### config.mk
export PLATFORM = sky130hd
export DESIGN_NAME = fetch_unit
export DESIGN_NICKNAME = d
export VERILOG_FILES = /design/src/rtl/cpu_pkg.sv /design/src/rtl/next_pc_calc.sv /design/src/rtl/fetch_unit.sv
export SDC_FILE = /design/constraint.sdc
export NUM_CORES = 1
export LEC_CHECK = 0
export ABC_CLOCK_PERIOD_IN_PS = 3440
export CORE_ASPECT_RATIO = 0.5
export CORE_MARGIN = 10
export CORE_UTILIZATION = 45
export CTS_CLUSTER_SIZE = 14
export DETAILED_ROUTE_END_ITERATION = 8
export GPL_TIMING_DRIVEN = 0
export PLACE_DENSITY = 0.83
export SYNTH_ARGS = -nofsm -noshare
export SYNTH_HDL_FRONTEND = slang
export SYNTH_SLANG_ARGS = --single-unit
### constraint.sdc
create_clock -name clk -period 3.44 [get_ports clk]
set_input_delay 0.688 -clock clk [delete_from_list [all_inputs] [get_ports clk]]
set_output_delay 0.688 -clock clk [all_outputs]
set_load 0.02 [all_outputs]
### src/rtl/cpu_pkg.sv
// Shared core definitions: controller phase encodings, the reset NOP, and
// fetch-stage enums plus the next-PC source selector.
package cpu_pkg;

   localparam logic [2:0] ST_FETCH  = 3'd0;
   localparam logic [2:0] ST_DECODE = 3'd1;
   localparam logic [2:0] ST_EXEC   = 3'd2;
   localparam logic [2:0] ST_MEM    = 3'd3;
   localparam logic [2:0] ST_WRITE  = 3'd4;

   // addi x0,x0,0; opcode 0 decodes as IN, so it cannot serve as the idle word
   localparam logic [31:0] NOP_INSTR = 32'h0000_0013;

   typedef enum logic [2:0] {
      FS_IDLE  = 3'd0,
      FS_REQ   = 3'd1,
      FS_WAIT  = 3'd2,
      FS_DONE  = 3'd3,
      FS_DRAIN = 3'd4
   } fetch_st_t;

   typedef enum logic [1:0] {
      NPC_SEQ  = 2'd0,
      NPC_REL  = 2'd1,
      NPC_JALR = 2'd2
   } npc_sel_t;

   // Unconditional jumps take priority over a taken conditional branch.
   function automatic npc_sel_t npc_select(input logic branch_uc,
                                           input logic branch_c,
                                           input logic branch_relative,
                                           input logic cond_true);
      npc_sel_t sel;
      sel = NPC_SEQ;
      if (branch_uc)
         sel = branch_relative ? NPC_REL : NPC_JALR;
      else if (branch_c && cond_true)
         sel = NPC_REL;
      return sel;
   endfunction

   function automatic logic is_misaligned(input logic [31:0] addr);
      return addr[1:0] != 2'b00;
   endfunction

endpackage

### src/rtl/next_pc_calc.sv
// Combinational next-PC selection: sequential, pc-relative (jal / taken
// branch) or register-indirect (jalr), with a word-alignment flag.
module next_pc_calc
   import cpu_pkg::*;
(
   input  logic [31:0] i_pc,
   input  logic [31:0] i_imm,
   input  logic [31:0] i_alu_result,
   input  logic        i_branch_uc,
   input  logic        i_branch_c,
   input  logic        i_branch_relative,
   output logic [31:0] o_next_pc,
   output logic [31:0] o_pc_plus4,
   output logic        o_misalign
);

   npc_sel_t    w_sel;
   logic [31:0] w_pc_plus4;
   logic [31:0] w_pc_rel;
   logic [31:0] w_jalr_tgt;
   logic [31:0] w_next_pc;

   assign w_pc_plus4 = i_pc + 32'd4;
   assign w_pc_rel   = i_pc + i_imm;
   assign w_jalr_tgt = {i_alu_result[31:1], 1'b0};

   assign w_sel = npc_select(i_branch_uc, i_branch_c, i_branch_relative,
                             i_alu_result[0]);

   always_comb begin
      // NOTE: assign a default before the case so no path leaves the net
      // unassigned, which would otherwise infer a latch.
      w_next_pc = w_pc_plus4;
      case (w_sel)
         NPC_REL:  w_next_pc = w_pc_rel;
         NPC_JALR: w_next_pc = w_jalr_tgt;
         default:  w_next_pc = w_pc_plus4;
      endcase
   end

   assign o_next_pc  = w_next_pc;
   assign o_pc_plus4 = w_pc_plus4;
   assign o_misalign = is_misaligned(w_next_pc);

endmodule

### src/rtl/fetch_unit.sv
// Instruction-fetch stage: owns the PC, runs one imem read per FETCH phase
// and holds the fetched word for decode; commits the next PC in WRITE.
module fetch_unit
   import cpu_pkg::*;
#(
   parameter logic [31:0] RESET_PC = 32'h0000_0000
) (
   input  logic        clk,
   input  logic        rst,
   input  logic [2:0]  state,
   input  logic        branch_uc,
   input  logic        branch_c,
   input  logic        branch_relative,
   input  logic [31:0] imm,
   input  logic [31:0] alu_result,
   output logic        imem_req,
   output logic [31:0] imem_addr,
   input  logic        imem_ready,
   input  logic        imem_rvalid,
   input  logic [31:0] imem_rdata,
   output logic [31:0] instr_raw,
   output logic [31:0] pc,
   output logic [31:0] pc_plus4,
   output logic        fetch_done,
   output logic        misalign_err
);

   fetch_st_t   r_fsm;
   logic        r_imem_req;
   logic        r_fetch_done;
   logic [31:0] r_instr_raw;
   logic [31:0] r_pc;
   logic        r_commit_done;
   logic        r_misalign_err;

   logic        w_in_fetch;
   logic        w_in_write;
   logic [31:0] w_next_pc;
   logic [31:0] w_pc_plus4;
   logic        w_misalign;

   assign w_in_fetch = (state == ST_FETCH);
   assign w_in_write = (state == ST_WRITE);

   next_pc_calc u_next_pc_calc (
      .i_pc              (r_pc),
      .i_imm             (imm),
      .i_alu_result      (alu_result),
      .i_branch_uc       (branch_uc),
      .i_branch_c        (branch_c),
      .i_branch_relative (branch_relative),
      .o_next_pc         (w_next_pc),
      .o_pc_plus4        (w_pc_plus4),
      .o_misalign        (w_misalign)
   );

   // NOTE: all sequential state uses non-blocking assignments so every
   // register samples pre-edge values regardless of statement order.
   always_ff @(posedge clk) begin
      if (rst) begin
         r_fsm        <= FS_IDLE;
         r_imem_req   <= 1'b0;
         r_fetch_done <= 1'b0;
         r_instr_raw  <= NOP_INSTR;
      end else begin
         r_fetch_done <= 1'b0;
         case (r_fsm)
            FS_IDLE: begin
               if (w_in_fetch && !r_misalign_err) begin
                  r_fsm      <= FS_REQ;
                  r_imem_req <= 1'b1;
               end
            end
            FS_REQ: begin
               // An accepted request must still see its response, even if
               // the phase ended on the acceptance cycle.
               if (imem_ready) begin
                  r_imem_req <= 1'b0;
                  r_fsm      <= w_in_fetch ? FS_WAIT : FS_DRAIN;
               end else if (!w_in_fetch) begin
                  r_imem_req <= 1'b0;
                  r_fsm      <= FS_IDLE;
               end
            end
            FS_WAIT: begin
               if (imem_rvalid) begin
                  if (w_in_fetch) begin
                     r_instr_raw  <= imem_rdata;
                     r_fetch_done <= 1'b1;
                     r_fsm        <= FS_DONE;
                  end else begin
                     r_fsm <= FS_IDLE;
                  end
               end else if (!w_in_fetch) begin
                  r_fsm <= FS_DRAIN;
               end
            end
            FS_DRAIN: begin
               if (imem_rvalid)
                  r_fsm <= FS_IDLE;
            end
            FS_DONE: begin
               if (!w_in_fetch)
                  r_fsm <= FS_IDLE;
            end
            default: begin
               r_fsm      <= FS_IDLE;
               r_imem_req <= 1'b0;
            end
         endcase
      end
   end

   // One commit per WRITE phase; the flag re-arms once the phase ends.
   always_ff @(posedge clk) begin
      if (rst) begin
         r_pc           <= RESET_PC;
         r_commit_done  <= 1'b0;
         r_misalign_err <= 1'b0;
      end else if (w_in_write) begin
         if (!r_commit_done) begin
            r_commit_done <= 1'b1;
            if (w_misalign)
               r_misalign_err <= 1'b1;
            else
               r_pc <= w_next_pc;
         end
      end else begin
         r_commit_done <= 1'b0;
      end
   end

   assign imem_req     = r_imem_req;
   assign imem_addr    = r_pc;
   assign instr_raw    = r_instr_raw;
   assign pc           = r_pc;
   assign pc_plus4     = w_pc_plus4;
   assign fetch_done   = r_fetch_done;
   assign misalign_err = r_misalign_err;

endmodule

# == Word level (Yosys, flattened, before mapping) ==
# Index checks and enable logic that the tools add are counted.
# word_totals
ff_bits,71
latchBits,0
ram_bits,0
rom_bits,0
in_bits,106
out_inout_bits,131
elab_cells,57
n_memories,0
# op_classes
add_sub_neg,2
n_mul,0
div_mod_pow,0
magnitude_cmp,0
eq_ne,11
shift,0
muxes,19
bitwise,5
reduce_logical,13
# op_table
operator,count
one-hot mux 32 bit (2 select lines),1
"adder 32 x 3 -> 32 bit, second input constant",1
adder 32 bit,1
2-to-1 mux 3 bit,7
one-hot mux 3 bit (5 select lines),1
AND reduction 3 bit,5
"== test 3 x 2 -> 1 bit, second input constant",2
"== test 3 bit, second input constant",2
zero test 3 bit,2
2-to-1 mux 1 bit,6
2-to-1 mux 2 bit,3
"inequality test 3 bit, second input constant",2
OR reduction 3 bit,2
NOT 1 bit,5
"inequality test 2 bit, second input constant",2
"== test 3 x 1 -> 1 bit, second input constant",1
one-hot mux 1 bit (3 select lines),1
"== test 2 x 1 -> 1 bit, second input constant",1
"== test 2 bit, second input constant",1
logical AND 1 bit,2
nonzero test 2 bit,1
zero test 1 bit,1

# == Logic depth before layout (Yosys ltp) ==
# depth
ltp_word,8
mapped_depth,9
depth_no_buf,9

# == Modules after synthesis ==
# A second synthesis with hierarchy kept.
# hier_totals
hier_cells,796
area_unflattened_um2,6118.4
# by_module_without_submodules
mod,instances,cells_per_inst,area_per_inst_um2,seq_area_each_um2
fetch_unit,1,352,3174.3,1421.4
next_pc_calc,1,444,2944.1,0.0

# == Least setup slack after synthesis ==
# OpenSTA, ideal clock, no wires.
# synth_path
path_kind,in2reg
from,input imm[0]
to,register r_pc[30] (netlist: imem_addr[30])
setup_ns,0.062
t_arrival_ns,2.717
required_ns,3.378
slack_ns,0.661
cell_stages,8
n_path_buf,0
path_cell_list,ha_1 -> fa_1 -> nor2_1 -> o221a_2 -> a41o_1 -> a2111oi_2 -> or3b_1 -> nand3_1
# synth_via
elab_chain_cells,5
# synth_rtl
item,line,rtl
start: declaration,fetch_unit.sv:14,"input logic [31:0] imm,"
adder 32 bit *,next_pc_calc.sv:24,assign w_pc_rel = i_pc + i_imm;
one-hot mux 32 bit (2 select lines) *,next_pc_calc.sv:34,case (w_sel)
nonzero test 2 bit,cpu_pkg.sv:43,return addr[1:0] != 2'b00;
NOT 1 bit (no line),--,
AND reduction 3 bit (no line),--,
end signal: assignment,fetch_unit.sv:126,r_pc <= w_next_pc;
end: declaration,fetch_unit.sv:32,logic [31:0] r_pc;
# Every way passes the cells marked *; elsewhere a longest branch is shown, timed or not.
# A chain may end at the register's enable or synchronous reset.

# == Final worst setup path ==
# layout_path
from,input imm[11]
to,register r_pc[16] (netlist: imem_addr[16])
# layout_via
elab_chain_cells,2
# layout_rtl
item,line
adder 32 bit,next_pc_calc.sv:24
one-hot mux 32 bit (2 select lines),next_pc_calc.sv:34
# No other way between the ends.

==> metrics.md <==
| Metric | Value |
|---|---|
| Status | finished, final reports clean |
| Unrepaired setup endpoints after global routing | no |
| Top cell type's share of synthesized area | 24.2% |
| Overall Global Routing Usage | 26.7% |
| Switching share of total power | 33.3% |
| Worst-case reg-to-reg path depth | 9 |
| Pre-antenna DRT Iters | 7 |
| Worst Skew | 0.00888 ns |
| # port buffers | 235 |
| Core area | 12,700 um^2 |
| Commonest non-fill, non-tap cell in the layout | clkdlybuf4s50_1 |
| Largest net degree at the start of global routing | 16 |
| Crit share post-route | 99.2% |
| Area growth from synthesis to layout | 51.4% |
| Initial antenna violation count | 0 |
| Pwr Density | 279 nW/um^2 |
| Path type of the worst setup path | input port to flip-flop |
| Setup crit start kind | input port |
| Commonest non-fill, non-tap cells in the layout | 223 x clkdlybuf4s50_1, 111 x nand2_1, 90 x a21oi_1, 61 x dfxtp_1, 42 x o21ai_0 |
| Hold/Removal Path Class | flip-flop to flip-flop |
| Row count | 29 |
| I/O Pins | 237 |
| Worst EP required | 3.64 ns |
| Cell mode on critical path | o21ai_0 |
| Critical path peak fanout | 10 |
| Crit path cell chain | clkdlybuf4s50_1 -> ha_1 -> clkbuf_1 -> nand4_1 -> o211ai_1 -> a211oi_1 -> o21ai_0 -> a31oi_2 -> mux2i_1 -> o21ai_0 |
| Combinational Power Share | 26.9% |
| Hold Fails Final Rpt | 0 |
| # setup viols final | 0 |
| Number of synthesized register bits | 71 |
| Die area | 18,300 um^2 |
| Final nets | 1,172 |
| Die W | 182 um |
| Initial Util | 46.2% |
| Final std cells w/o fill | 1,208 |
| Area contributors post-synth | dfxtp_1 24%, a21oi_1 7.7%, nand2_1 7.1% |
| Worst VDD drop | 0.000304 V |
| Congestion Overflow GR | 0 |
| RePlAce Congestion | 0.934 |
| Clk pin slew, worst setup/hold paths | 0.07 ns |
| Fraction of layout cells with a size suffix above 1 | 10.7% |
| # placed instances | 1,187 |
| CP max stage cell | a211oi_1 |
| Antenna-violating nets left | 0 |
| Crit end category | flip-flop |
| CP Data Arrival Time | 3.62 ns |
| Inserted Diodes | 0 |
| Fillers | 1,090 |
| Max Buffers Root-to-Sink | 2 |
| Clock Sinks | 71 |
| Internal | 0.00165 W |
| CTS tree | yes |
| Final total power | 0.00248 W |
| Fmax | 0.293 GHz |
| Cts bufs inserted | 9 |
| CP max stage delay | 0.56 ns |
| Mapped cell area | 5880 um^2 |
| Clk pwr share | 37.9% |
| DRC | 0 |
| Max-cap violations | 0 |
| Min Tclk post-route | 3.41 ns |
| Post-DR wirelength/cell | 21.7 um |
| Psw | 0.000825 W |
| Placed Instance Area | 8440 um^2 |
| First-pass GRT wire length | 39.5 mm |
| Drt total wl | 26.2 mm |
| Post-DP HPWL | 20.3 mm |
| Hold path cells | 2 |
| DR vias/cell | 6.05 |
| Rel. slew slack | 34.5% |
| Post-synth ARST share | 0% |
| Post-Syn Instances | 782 |
| Slew Viols, Final | 0 |
| 1st-iter DRT viols | 905 |
| DIE HEIGHT | 101 um |
| Synth cell types | 75 |
| Worst-Skew Late Latency | 0.34 ns |
| Root Driver | clkbuf_16 |
| Synthesized area per cell | 7.52 um^2 |
| Leak | 3.75 nW |
| Vias in the first global route | 6,912 |
| Mapped Nets | 921 |
| Slew @ Worst Pin | 0.979 ns |
| Number of synthesized flops with an enable pin | 0 |
| Design area | 8900 um^2 |
| Vias post-DR | 7,307 |
| Synth Flop Type | dfxtp_1 |
| Seq pwr share | 35.2% |
| Seq/Total Area, Yosys | 24.2% |
| Yosys warnings | 0 |
| Cell taking the most area after synthesis | dfxtp_1 |
| H-tree Lvls | 3 |
[power by group through the flow]
| stage | registers, W | logic (W) | clock network (W) |
|---|---|---|---|
| floorplan | 0.000898 | 0.000327 | 0 |
| global placement | 0.000889 | 0.000641 | 0 |
| detailed placement | 0.000889 | 0.000647 | 0 |
| CTS | 0.000871 | 0.000652 | 0.000947 |
| global route | 0.000876 | 0.000711 | 0.000977 |
| finish | 0.000873 | 0.000667 | 0.000940 |
[cells by family after synthesis]
| logic type | after synthesis | synth area share, % |
|---|---|---|
| buffers and inverters | 97 | 8.58 |
| AND/OR/NAND/NOR | 264 | 22.2 |
| adder cells (fa/ha/maj) | 33 | 7.15 |
| multiplexers | 6 | 1.06 |
| XOR/XNOR | 45 | 6.70 |
| AO/OA/AOI/OAI | 266 | 30.1 |
| flip-flops | 71 | 24.2 |
[worst paths after layout]
check                                   from                         end  slack, ns
setup / recovery                     imm[11]  imem_addr[16]$_SDFFE_PP0P_       0.03
hold / removal     instr_raw[2]$_SDFFE_PP0P_   instr_raw[2]$_SDFFE_PP0P_       0.46
setup reg to reg  imem_addr[11]$_SDFFE_PP0P_  imem_addr[16]$_SDFFE_PP0P_       0.36
hold reg to reg    instr_raw[2]$_SDFFE_PP0P_   instr_raw[2]$_SDFFE_PP0P_       0.46
[synth_stat cells, drive strengths merged, types with 4 or more instances]
cell,count
a211oi,9
a21o,22
a21oi,90
a221o,5
a221oi,7
a22o,4
a22oi,4
a311oi,4
a31oi,9
and3,16
and4,4
buf,41
clkbuf,40
dfxtp,71
ha,32
inv,16
mux2i,4
nand2,112
nand3,26
nand4,16
nor2,42
nor3,11
nor4,8
nor4b,4
o21a,9
o21ai,45
o21bai,5
o221a,5
o221ai,9
or3,7
xnor2,27
xor2,18
[critical path, delay by kind of cell]
family | cells | cell delay, ns
adder cells (fa/ha/maj) | 1 | 0.33
buffers and inverters | 2 | 0.65
AO/OA/AOI/OAI | 5 | 1.57
AND/OR/NAND/NOR | 1 | 0.13
multiplexers | 1 | 0.23
[per-stage QoR]
step / utilization [%] / hold slack [ns] / worst slack [ns] / TNS (ns)
detailed placement: 66.3 / 0.446 / -0.329 / -3.29
global placement: 66.3 / 0.441 / -0.280 / -3.06
floorplan: - / 0.534 / 0.661 / 0
finish: 69.9 / 0.457 / 0.0292 / 0
global route: 69.9 / 0.472 / 0.00323 / 0
CTS: 68.9 / 0.456 / 0.00265 / 0
[cell type report]
cell class	count	area, um^2	share of cell area, %
inverters	16	60.1	0.675
clock buffers	9	225	2.53
repair buffers	240	2400	26.9
plain buffers	81	445	5.00
clock inverters	7	58.8	0.661
flip-flops and latches	71	1430	16.1
multi-input cells	614	4070	45.7
well taps	170	213	2.39
[registers in the layout (all words and copies together), names as in the netlist]
signal         cells
instr_raw         32
misalign_err       1
r_commit_done      1
r_fsm              3
fetch_done         1
imem_addr         32
imem_req           1
[timing repair]
| item | in CTS | in global routing |
|---|---|---|
| setup endpoints to repair | 15 | 22 |
| resized for setup | 25 | 21 |
| pin swaps | 0 | 3 |
| setup buffers | 0 | 5 |
| cloned | 0 | 0 |
| hold buffers | 0 | 0 |
[layer usage]
metal  up-vias  track usage (%)  routed length (um)
li1       3378                -                   -
met1      3438             33.1               10600
met2       436             43.4               12000
met3        55             9.75                3160
met4         0             5.90                 462
met5         -                0                   0
(Power assumes the default switching activity.)
